**config.mk**
```make
export PLATFORM = sky130hd
export DESIGN_NAME = ga23_sdr_responder
export DESIGN_NICKNAME = d
export VERILOG_FILES = /design/src/rtl/ga23_sdr_responder.sv
export SDC_FILE = /design/constraint.sdc
export NUM_CORES = 1
export LEC_CHECK = 0
export CORE_MARGIN = 3
export CORE_UTILIZATION = 47
export CTS_CLUSTER_SIZE = 40
export DETAILED_ROUTE_END_ITERATION = 16
export PLACE_DENSITY = 0.76
export SYNTH_ARGS = -nofsm -noshare
export SYNTH_HDL_FRONTEND = slang
export SYNTH_SLANG_ARGS = --single-unit
```
**constraint.sdc**
```tcl
create_clock -name clk -period 6.29 [get_ports clk]
set_input_delay 1.887 -clock clk [delete_from_list [all_inputs] [get_ports clk]]
set_output_delay 1.887 -clock clk [all_outputs]
set_load 0.1 [all_outputs]
```
**src/rtl/ga23_sdr_responder.sv**
```systemverilog
// GA23 tile-ROM fetch responder: turns one toggle-handshake 64-bit read request
// into four 16-bit memory reads, with a one-line last-line hit path.
module ga23_sdr_responder #(
  parameter int ADDR_W   = 25,
  parameter bit CACHE_EN = 1'b1
) (
  input  logic              clk,
  input  logic              reset,
  input  logic [ADDR_W-1:0] sdr_addr,
  input  logic              sdr_req,
  output logic              sdr_rdy,
  output logic [63:0]       sdr_data,
  output logic [ADDR_W-2:0] mem_addr,
  output logic              mem_rd,
  input  logic              mem_ack,
  input  logic [15:0]       mem_din,
  output logic              busy
);

  localparam int LINE_W = ADDR_W - 3;

  typedef enum logic [2:0] {
    ST_IDLE  = 3'd0,
    ST_HIT   = 3'd1,
    ST_ISSUE = 3'd2,
    ST_WAIT  = 3'd3,
    ST_DONE  = 3'd4
  } state_t;

  state_t              state_reg;
  state_t              state_next;
  logic [LINE_W-1:0]   line_reg;
  logic [1:0]          beat_reg;
  logic                req_latched_reg;
  logic [63:0]         staging_reg;
  logic                sdr_rdy_reg;
  logic [63:0]         sdr_data_reg;
  logic                pending;
  logic                tag_hit;
  logic                unused_addr_bits;

  // Byte-offset bits within a 64-bit line carry no information here.
  assign unused_addr_bits = ^sdr_addr[2:0];

  assign pending  = (sdr_req != sdr_rdy_reg);
  assign sdr_rdy  = sdr_rdy_reg;
  assign sdr_data = sdr_data_reg;
  assign mem_addr = {line_reg, beat_reg};

  generate
    if (CACHE_EN) begin : g_tag
      logic [LINE_W-1:0] tag_reg;
      logic              tag_valid_reg;

      // Remember the line most recently delivered in full.
      always_ff @(posedge clk or posedge reset) begin
        if (reset) begin
          tag_reg       <= '0;
          tag_valid_reg <= 1'b0;
        end else if (state_reg == ST_DONE) begin
          tag_reg       <= line_reg;
          tag_valid_reg <= 1'b1;
        end
      end

      assign tag_hit = tag_valid_reg && (sdr_addr[ADDR_W-1:3] == tag_reg);
    end else begin : g_no_tag
      assign tag_hit = 1'b0;
    end
  endgenerate

  // State register.
  always_ff @(posedge clk or posedge reset) begin
    if (reset) state_reg <= ST_IDLE;
    else       state_reg <= state_next;
  end

  // Next-state decode.
  always_comb begin
    state_next = state_reg;
    case (state_reg)
      ST_IDLE:  if (pending) state_next = tag_hit ? ST_HIT : ST_ISSUE;
      ST_HIT:   state_next = ST_IDLE;
      ST_ISSUE: state_next = ST_WAIT;
      ST_WAIT:  if (mem_ack) state_next = (beat_reg == 2'd3) ? ST_DONE : ST_ISSUE;
      ST_DONE:  state_next = ST_IDLE;
      default:  state_next = ST_IDLE;
    endcase
  end

  // State-decoded outputs: read strobe lasts exactly the ISSUE cycle.
  always_comb begin
    mem_rd = (state_reg == ST_ISSUE);
    busy   = (state_reg == ST_ISSUE) || (state_reg == ST_WAIT) || (state_reg == ST_DONE);
  end

  // Datapath: latch request, collect beats in staging, publish whole line at once.
  always_ff @(posedge clk or posedge reset) begin
    if (reset) begin
      line_reg        <= '0;
      beat_reg        <= 2'd0;
      req_latched_reg <= 1'b0;
      staging_reg     <= '0;
      sdr_rdy_reg     <= 1'b0;
      sdr_data_reg    <= '0;
    end else begin
      case (state_reg)
        ST_IDLE: begin
          if (pending && !tag_hit) begin
            line_reg        <= sdr_addr[ADDR_W-1:3];
            beat_reg        <= 2'd0;
            req_latched_reg <= sdr_req;
          end
        end
        ST_HIT: begin
          sdr_rdy_reg <= sdr_req;
        end
        ST_WAIT: begin
          if (mem_ack) begin
            staging_reg[{beat_reg, 4'b0000} +: 16] <= mem_din;
            if (beat_reg != 2'd3) beat_reg <= beat_reg + 2'd1;
          end
        end
        ST_DONE: begin
          sdr_data_reg <= staging_reg;
          sdr_rdy_reg  <= req_latched_reg;
          beat_reg     <= 2'd0;
        end
        default: ;
      endcase
    end
  end

endmodule

```
==> results.md <==
* Hold Crit Class: register to register
* Main flop type after synthesis: dfrtp_1
* Dominant cells by area after synthesis: dfrtp_1 (62%), mux2_2 (17%), nand2_1 (7.1%), o21ai_0 (4.7%), xnor2_1 (2.6%)
* EDFF count, synth at 0
* Gr busiest metal: met2
* Drt drc at 0
* Fmax at 227 MHz
* Outcome: complete, no violations
* TritonCTS clock tree: yes
* Standard-cell row count at 44
* Total CTS buffers at 17
* Tot Pwr at 4440 uW
* P_sw at 1920 uW
* Clk sinks at 180
* MaxCap Viol Count at 0
* Die Y at 130 um
* Ys async rst share at 100%
* Crit Path Max Fanout at 12
* WS Path Type: register to output port
* Reg2reg start: beat_reg[0]$_DFFE_PP0P_
* Synth Register Bits at 180
* Internal power at 2520 uW
* Largest net degree at the start of global routing at 136
* DRT antenna net count at 0
* M1 GR Usage at 26.1%
* Mean post-synth cell area at 12.2 um2
* Final Max Slew Viols at 0
* Initial Util at between 40% and 50%
* Die area at ~0.017 mm2
* Switch share at approximately 43%
* Final wirelength at 16.6 mm
* Worst path slowest cell: clkdlybuf4s50_1
* Skew-Pair Late Insertion Delay at ~0.43 ns
* Drt wl/cell at 18.0 um
* Crit path time final at 4.41 ns
* Final HPWL DP at around 11 mm
* Pwr/cell area at 477 mW/mm2
* Area of the multi-input gates at 0.00262 mm2
* Global Route Usage Sum at 20.0%
* Crit-path max cell delay at 1.15 ns
* Post-CTS setup buffers at 0
* Final Non-Filler Cells at 918
* 1st-iter DRT viols at approximately 280
* Cells after DPL at 886
* Syn_nets at 646
* Yosys top cell area share at 61.9%
* Lkg Pwr at 0.00415 uW
* Leading area contributor after synthesis: dfrtp_1
* Crit path required time at 4.40 ns
* Met3 usage at 5.98%
* Worst Path Arrival at 2.53 ns
* Netlist cell types at 30
* Setup violations, final at 0
* Detailed Routing Iterations Pass 1 at 4
* Critical Path Source: state_reg[0]$_DFFE_PP0P_
* Maximum resistive drop on vdd at 0.000247 V
* Critical Path, Cell by Cell: nor2_1, and2_4, nand2b_1, clkdlybuf4s50_1
* RSZ-0062 raised after global routing: false
* Vias in the first global route at 5093
* ANT cells at 0
* CTS clk-pin slew, worst paths at approximately 0.06 ns
* Post-synth top cells: dfrtp_1 (180), nand2_1 (137), mux2_2 (109)
* Final instance area at 0.00931 mm2
* Fin. Hold Viols at 0
* Max-slew headroom at 21.1%
* Vias/cell at between 5 and 6
* Hold Crit Start: staging_reg[45]$_DFFE_PP0P_
* Synthesized instance count at 596
* Global-route wire length before repair at 26.0 mm
* Clock network fraction of total power at 22.9%
* Nets at ~770
* Via count of the routed design at 4758
* Die W at 130 um
* CP Launch Type: register
* Routability Congestion at 0.797
* Layout cell share with drive strength beyond 1 at 20.7%
* Port buffer count at 132
* Initial antenna violation count at 0
* Sequential share of the synthesized area at 61.9%
* Layout area overhead at 27.9%
* CP endpoint kind: output port
* Post-DP Area at ~0.0087 mm2
* PostCTS Resize Cnt at 0
* Slew @ Worst Pin at 1.18 ns
* Final period util at 70.2%
* Clock skew at 0.00835 ns
* Cell with the most instances after synthesis: dfrtp_1
* Seq pwr share at a little under two fifths
* Layout fillers at between 1000 and 1500
* Cell area after synthesis at 0.00728 mm2
* Syn. warnings at 0
* Logic pwr share at 40.2%
* CTS H-tree lvls at 4
* Clock buffer depth at 2
* Clk Tree Root Cell: clkbuf_16
* Gr ovfl total at 0
* GR Util met2 at 31.4%
* Hold_ws at 0.485 ns
* FF/Latch Area at 0.00450 mm2
* Core region area at 0.0149 mm2
* Number of top-level pins at 136
* Hold-fix buffers, CTS at 0
* Setup Total Neg Slack at 0 ns
## worst max-delay path: cells and delay by family, from the launching register on
kind / cells / cell delay, ns
flip-flops: 1 / 0.50
AND/OR/NAND/NOR: 3 / 0.44
buffers and inverters: 1 / 1.15
## through the flow
| step | utilization (%) | worst slack, ns |
|---|---|---|
| detailed placement | 58.8 | 2.33 |
| global placement | 58.8 | 2.38 |
| floorplan | - | 2.09 |
| finish | 62.6 | 1.88 |
| CTS | 62.6 | 1.87 |
| global route | 62.6 | 1.79 |
## cell families after synthesis
family / share of synthesized area [%]
DFF: 61.9
muxes: 17.0
buffers and inverters: 2.23
xor gates and xnor gates: 2.77
adders and majority gates: 0.859
AOI/OAI and AO/OA: 5.72
and+or+nand+nor: 9.55
## cell type report
class,count,area share [%]
clock buffer,22,5.09
clock inverter,10,1.05
inverter,5,0.242
multi-input combinational,381,28.1
sequential,180,48.4
tap,184,2.47
timing repair buffer,136,14.7
## worst paths after layout
path / depth (start not counted) / endpoint / slack, ns
setup / recovery: 4 / busy / 1.88
hold / removal: 2 / staging_reg[45]$_DFFE_PP0P_ / 0.49
setup reg to reg: 5 / staging_reg[18]$_DFFE_PP0P_ / 3.81
hold reg to reg: 2 / staging_reg[45]$_DFFE_PP0P_ / 0.49
max in group asynchronous: 3 / sdr_data[3]$_DFFE_PP0P_ / 3.02
min in group asynchronous: 2 / g_tag.tag_reg[16]$_DFFE_PP0P_ / 2.03
## routing by layer
layer / wire length (um) / share of wire [%] / up-vias
met5: 0 / 0 / -
met4: 397 / 2.4 / 0
met3: 1180 / 7.1 / 23
met2: 7590 / 46 / 147
met1: 7400 / 45 / 2320
li1: - / - / 2268
## cells in the final DEF, fill, tap and decap left out, drive strengths merged, types with 4 or more instances in the layout
| master | instances |
|---|---|
| buf | 4 |
| o21ai | 69 |
| inv | 6 |
| mux2 | 109 |
| clkinvlp | 4 |
| nor3 | 4 |
| ha | 5 |
| nand2 | 137 |
| nor2 | 5 |
| nand4 | 5 |
| dfrtp | 180 |
| clkinv | 4 |
| xnor2 | 22 |
| a21oi | 6 |
| clkbuf | 22 |
| clkdlybuf4s50 | 132 |
## power groups by stage
stage | registers, uW | clock network, uW | logic, uW
floorplan | 2400 | 0 | 588
global route | 1680 | 1080 | 1890
finish | 1640 | 1020 | 1780
global placement | 1630 | 0 | 1750
CTS | 1640 | 1040 | 1800
detailed placement | 1660 | 0 | 1780
(Power assumes the default switching activity.)
